$ cat config.mk
export PLATFORM = sky130hd
export DESIGN_NAME = pipe_ctrl_n_flat
export DESIGN_NICKNAME = d
export VERILOG_FILES = /design/src/rtl/pipe_ctrl_n_if.sv /design/src/rtl/pipe_ctrl_n.sv /design/src/flat_wrapper.sv
export SDC_FILE = /design/constraint.sdc
export NUM_CORES = 1
export LEC_CHECK = 0
export ABC_CLOCK_PERIOD_IN_PS = 4300
export CAP_MARGIN = 20
export CORE_MARGIN = 5
export CORE_UTILIZATION = 35
export DETAILED_ROUTE_END_ITERATION = 8
export MAX_ROUTING_LAYER = met4
export PLACE_DENSITY = 0.76
export SLEW_MARGIN = 0
export SYNTH_ARGS = -nofsm -noshare
export SYNTH_HDL_FRONTEND = slang
export SYNTH_SLANG_ARGS = --single-unit
$ cat constraint.sdc
create_clock -name clk -period 4.3 [get_ports clk]
set_input_delay 1.075 -clock clk [delete_from_list [all_inputs] [get_ports clk]]
set_output_delay 1.075 -clock clk [all_outputs]
set_load 0.005 [all_outputs]
$ cat src/rtl/pipe_ctrl_n_if.sv
// Bus between the pipeline controller and the pipeline registers / CP0.
// The master drives stall requests, exception code and EPC; the slave returns stop/flush/redirect and watchdog status.
interface pipe_ctrl_n_if #(
   parameter int STAGES = 6,
   parameter int WDOG_W = 8
);
   logic [STAGES-1:0] stall_req;
   logic [31:0]       exc_i;
   logic [31:0]       cp0_epc_i;
   logic [STAGES-1:0] stop;
   logic              flush;
   logic [31:0]       new_pc;
   logic [WDOG_W-1:0] stall_cnt;
   logic              wdog_timeout;

   modport master (
      output stall_req, exc_i, cp0_epc_i,
      input  stop, flush, new_pc, stall_cnt, wdog_timeout
   );

   modport slave (
      input  stall_req, exc_i, cp0_epc_i,
      output stop, flush, new_pc, stall_cnt, wdog_timeout
   );
endinterface

$ cat src/rtl/pipe_ctrl_n.sv
// Pipeline stall/flush controller: stall masks, exception redirect with a
// multi-cycle flush, and a sticky stall watchdog.
//
// state   | meaning
// --------+-----------------------------------------------------------
// S_RUN   | normal issue; stalls honoured, exceptions start a flush
// S_FLUSH | trailing flush cycles; inputs ignored, registered target out
module pipe_ctrl_n #(
   parameter int          STAGES       = 6,
   parameter logic [31:0] VEC_BASE     = 32'h0000_0000,
   parameter logic [31:0] INT_OFF      = 32'h0000_0020,
   parameter logic [31:0] EXC_OFF      = 32'h0000_0040,
   parameter int          FLUSH_CYCLES = 1,
   parameter int          WDOG_W       = 8
) (
   input logic          clk,
   input logic          rst,
   pipe_ctrl_n_if.slave bus
);
   localparam logic [0:0] S_RUN   = 1'b0;
   localparam logic [0:0] S_FLUSH = 1'b1;

   logic [0:0]        r_state;
   logic [3:0]        r_flush_cnt;
   logic [31:0]       r_target;
   logic [WDOG_W-1:0] r_stall_cnt;
   logic              r_wdog;

   logic              w_exc;
   logic [31:0]       w_vec;
   logic [STAGES-1:0] w_stop;

   assign w_exc = (r_state == S_RUN) && (bus.exc_i != 32'd0);

   always_comb begin
      case (bus.exc_i)
         32'h0000_0001: w_vec = VEC_BASE + INT_OFF;
         32'h0000_000e: w_vec = bus.cp0_epc_i;
         default:       w_vec = VEC_BASE + EXC_OFF;
      endcase
   end

   // stop[i] is set when any stage at or above i requests a stall
   always_comb begin
      w_stop = '0;
      if (rst && (r_state == S_RUN) && !w_exc) begin
         for (int i = 0; i < STAGES; i++) begin
            w_stop[i] = |(bus.stall_req >> i);
         end
      end
   end

   // Outputs are gated by reset so they drop at once when reset is asserted
   assign bus.stop         = w_stop;
   assign bus.flush        = rst & (w_exc | (r_state == S_FLUSH));
   assign bus.new_pc       = !rst ? 32'd0 :
                             w_exc ? w_vec :
                             (r_state == S_FLUSH) ? r_target : 32'd0;
   assign bus.stall_cnt    = r_stall_cnt;
   assign bus.wdog_timeout = r_wdog;

   always_ff @(posedge clk or negedge rst) begin
      if (!rst) begin
         r_state     <= S_RUN;
         r_flush_cnt <= 4'd0;
         r_target    <= 32'd0;
      end else begin
         case (r_state)
            S_RUN: begin
               if (w_exc) begin
                  r_target <= w_vec;
                  if (FLUSH_CYCLES > 1) begin
                     r_state     <= S_FLUSH;
                     r_flush_cnt <= 4'(FLUSH_CYCLES - 1);
                  end
               end
            end
            S_FLUSH: begin
               r_flush_cnt <= r_flush_cnt - 4'd1;
               if (r_flush_cnt == 4'd1) r_state <= S_RUN;
            end
            default: r_state <= S_RUN;
         endcase
      end
   end

   always_ff @(posedge clk or negedge rst) begin
      if (!rst) begin
         r_stall_cnt <= '0;
         r_wdog      <= 1'b0;
      end else begin
         if (|w_stop) begin
            r_stall_cnt <= (&r_stall_cnt) ? r_stall_cnt : r_stall_cnt + WDOG_W'(1);
         end else begin
            r_stall_cnt <= '0;
         end
         if (w_exc) r_wdog <= 1'b0;
         else if (&r_stall_cnt) r_wdog <= 1'b1;
      end
   end
endmodule

$ cat src/flat_wrapper.sv
// flat-port wrapper written by rule: the top's interface ports become plain ports
module pipe_ctrl_n_flat 
#(
   parameter int          STAGES       = 6,
   parameter logic [31:0] VEC_BASE     = 32'h0000_0000,
   parameter logic [31:0] INT_OFF      = 32'h0000_0020,
   parameter logic [31:0] EXC_OFF      = 32'h0000_0040,
   parameter int          FLUSH_CYCLES = 1,
   parameter int          WDOG_W       = 8
)
  (clk, rst, bus_stall_req, bus_exc_i, bus_cp0_epc_i, bus_stop, bus_flush, bus_new_pc, bus_stall_cnt, bus_wdog_timeout);
  pipe_ctrl_n_if #(.STAGES(STAGES), .WDOG_W(WDOG_W)) bus_i ();
  input logic clk;
  input logic rst;
  input wire logic [$bits(bus_i.stall_req)-1:0] bus_stall_req;
  input wire logic [$bits(bus_i.exc_i)-1:0] bus_exc_i;
  input wire logic [$bits(bus_i.cp0_epc_i)-1:0] bus_cp0_epc_i;
  output wire logic [$bits(bus_i.stop)-1:0] bus_stop;
  output wire logic [$bits(bus_i.flush)-1:0] bus_flush;
  output wire logic [$bits(bus_i.new_pc)-1:0] bus_new_pc;
  output wire logic [$bits(bus_i.stall_cnt)-1:0] bus_stall_cnt;
  output wire logic [$bits(bus_i.wdog_timeout)-1:0] bus_wdog_timeout;
  assign bus_i.stall_req = bus_stall_req;
  assign bus_i.exc_i = bus_exc_i;
  assign bus_i.cp0_epc_i = bus_cp0_epc_i;
  assign bus_stop = bus_i.stop;
  assign bus_flush = bus_i.flush;
  assign bus_new_pc = bus_i.new_pc;
  assign bus_stall_cnt = bus_i.stall_cnt;
  assign bus_wdog_timeout = bus_i.wdog_timeout;
  pipe_ctrl_n #(.STAGES(STAGES), .VEC_BASE(VEC_BASE), .INT_OFF(INT_OFF), .EXC_OFF(EXC_OFF), .FLUSH_CYCLES(FLUSH_CYCLES), .WDOG_W(WDOG_W)) u_core (.clk(clk), .rst(rst), .bus(bus_i));
endmodule
==> metrics.md <==
| Metric | Value |
|---|---|
| Most frequent cells in the layout | `clkdlybuf4s50_1 (83), dfrtp_1 (46), dlygate4sd2_1 (31)` |
| Worst R2R Path Depth | `5` |
| Global Route Usage Sum | `17.83%` |
| Cell Area, Synth | `0.002465 sq mm` |
| Worst Min Path Start | `u_core.r_flush_cnt[3]` |
| Root buffer cell | `clkbuf_8` |
| Post-Syn Area per Cell | `10.91 sq um` |
| DRT Pass-1 Iters | `4` |
| Final hold violation count | `0` |
| Worst Path Arrival | `3.19 ns` |
| Status | `completed` |
| Mapped Nets | `301` |
| Hold EP | `u_core.r_flush_cnt[3]` |
| Cell row count | `30` |
| Number of DRC markers in iteration 0 | `106` |
| Reg-to-reg startpoint | `u_core.bus.stall_cnt[0]` |
| Antenna viol nets, final | `0` |
| Crit. End Element | `output pin` |
| Cts hold-fix bufs | `0` |
| Mapped Cells | `226` |
| Worst path max stage delay | `0.55 ns` |
| Pwr dens | `198.0 mW/mm^2` |
| CP max FO | `2` |
| Max capacitance violation total | `0` |
| Filler instances | `626` |
| Dpl hpwl | `5495 microns` |
| Unrepaired setup endpoints after global routing | `no` |
| # IOs | `120` |
| First-pass GRT wire length | `12190 microns` |
| CTS Buffer Depth | `2` |
| Final Critical Period | `4.266 ns` |
| TritonCTS buffer count | `5` |
| Share of cells above drive strength 1 | `11.71%` |
| Worst clock skew | `0.005882 ns` |
| Worst hold stages | `1` |
| Synth cell types | `42` |
| RePlAce Congestion | `0.7777` |
| Sequential share of the synthesized area | `46.70%` |
| Relative slew slack | `65.03%` |
| Measured slew at the worst slew-check pin | `0.5245 ns` |
| Die height | `93.92 microns` |
| Largest net degree at the start of global routing | `34` |
| Via Count | `2436` |
| Worst R2R Setup Slack | `2.62 ns` |
| Total power | `781.9 uW` |
| Post-synth EDFFs | `0` |
| Area growth, synth to finish | `60.25%` |
| Ant. Diodes | `0` |
| PnR worst setup slack | `0.03379 ns` |
| Most common cell on crit path | `or4_4` |
| Warnings from Yosys | `0` |
| Hold Path Class | `reg2reg` |
| Critical path type | `in2out` |
| Initial antenna violation count | `0` |
| Final Instance Count excl. Fillers | `446` |
| R2R Path End | `u_core.bus.stall_cnt[5]` |
| # H-tree levels | `2` |
| Slowest-stage cell, CP | `or4_4` |
| Yosys reg bits | `46` |
| CP Cell Sequence | `clkdlybuf4s50_1, or4_4, or3_4, or4_4, a21boi_2, buf_2` |
| Cell leakage power | `1.764 nW` |
| Vias in the first global route | `2548` |
| Crit path launch type | `input pin` |
| Fin. max-slew vios | `0` |
| WL per Instance | `16.98 microns` |
| Gr ovfl total | `0` |
| Max Freq | `0.2344 GHz` |
| Drt drc | `0` |
| Clock-pin transition on the worst setup and hold timing paths | `0.08 ns` |
| WP buf/inv | `2` |
| Commonest non-fill, non-tap cell in the layout | `clkdlybuf4s50_1` |
| Layout Nets | `425` |
| Placement Setup Slack | `-0.3854 ns` |
| Final Cycle Share | `99.21%` |
| Commonest register cell after synthesis | `dfrtp_1` |
| Synth async-reset ratio | `100.0%` |
| Final setup vio count | `0` |
| CP required | `3.22 ns` |
| Crit path max-delay family | `simple AND/OR/NAND/NOR gates` |
| CTS tree | `done` |
| Initial Util | `36.08%` |
| Via/cell ratio | `5.462` |
| Post-Route WL | `7573 microns` |
| Setup TNS | `0 ns` |
| Core Box Area | `0.006832 sq mm` |
| IO Port Bufs | `119` |
| Placed Instances | `437` |
| Clock Latency Late Sink | `0.29 ns` |
| Clk sinks | `46` |
| Die Width | `93.92 microns` |
| Max VDD drop | `0.1275 mV` |
| Die area | `0.008821 sq mm` |
[cell usage after synthesis (all sizes together) (2+ instances only)]
| cell type | count | share of area [%] |
|---|---|---|
| or4 | 5 | 2.0 |
| o21ai | 3 | 0.61 |
| dfrtp | 46 | 47 |
| nand4 | 5 | 1.3 |
| nand3 | 5 | 1.0 |
| and4 | 2 | 0.71 |
| nor4b | 2 | 1.3 |
| a22o | 30 | 11 |
| clkbuf | 13 | 2.0 |
| nor2 | 18 | 2.7 |
| and2 | 2 | 0.51 |
| nor3 | 4 | 0.81 |
| xnor2 | 2 | 0.71 |
| and3 | 3 | 0.76 |
| a32o | 30 | 12 |
| nand2 | 3 | 0.46 |
| inv | 7 | 1.1 |
| ha | 3 | 1.5 |
| a21oi | 8 | 1.6 |
| buf | 6 | 2.0 |
| nor2b | 2 | 0.51 |
| or3 | 4 | 1.2 |
| nor4 | 6 | 1.5 |
| xor2 | 3 | 1.1 |
| a21boi | 2 | 0.76 |
[metal layers]
layer	GRT usage (%)	part of all wire, %	up-vias
met5	-	0	-
met4	3.610	0.75	0
met3	4.006	6.4	5
met2	29.45	48	108
met1	22.56	45	1176
li1	-	-	1147
[worst max-delay path by stage]
stage	startpoint	endpoint	cells past startpoint	slack, ns
after detailed placement	bus_exc_i[12]	bus_new_pc[5]	6	-0.39
after global routing	bus_exc_i[13]	bus_new_pc[5]	6	0.005
after floorplan	bus_exc_i[12]	bus_new_pc[5]	4	0.58
after global placement	bus_exc_i[12]	bus_new_pc[5]	6	-0.37
final	bus_exc_i[13]	bus_new_pc[5]	6	0.03
after CTS	bus_exc_i[4]	bus_new_pc[5]	6	0.007
[stage by stage]
step / area (sq um) / hold slack [ns] / util [%]
final: 3950 / 0.4833 / 57.82
after global routing: 3950 / 0.5051 / 57.82
after global placement: 3826 / 0.4581 / 56.01
after CTS: 3919 / 0.4842 / 57.36
after detailed placement: 3826 / 0.4659 / 56.01
after floorplan: 2465 / 0.4426 / -
[registers in the layout, indices dropped and copies added (netlist names)]
signal                   flops
u_core.r_target             32
u_core.bus.stall_cnt         8
u_core.r_flush_cnt           4
u_core.bus.wdog_timeout      1
u_core.r_state               1
[what timing repair did]
| action | CTS | global route |
|---|---|---|
| resized for setup | 40 | 9 |
| endpoints found under the setup margin | 31 | 7 |
| setup buffers | 1 | 0 |
| pin swaps | 3 | 4 |
| gates cloned | 1 | 0 |
[final cells by class]
class	instances	area (sq um)	share of cell area, %
clock buffer	5	68.82	1.742
clock inverter	2	10.01	0.2534
inverter	7	26.28	0.6652
multi-input combinational	154	1239	31.36
sequential	46	1151	29.14
tap	96	120.1	3.041
timing repair buffer	136	1335	33.80
[power breakdown]
part           internal [mW]    switching, mW  total (mW)
sequential             0.432  0.0000000000695       0.432
clock                  0.109            0.137       0.247
combinational         0.0669           0.0364       0.103
total                  0.608            0.174       0.782
[cells by family after synthesis]
kind of cell | synth area share (%)
xor gates and xnor gates | 1.777
and+or+nand+nor | 16.14
buffers and inverters | 5.025
AOI/OAI and AO/OA | 28.43
DFF | 46.70
muxes | 0.4061
adders and majority gates | 1.523
Note: power is estimated with default switching activity, not from simulation.
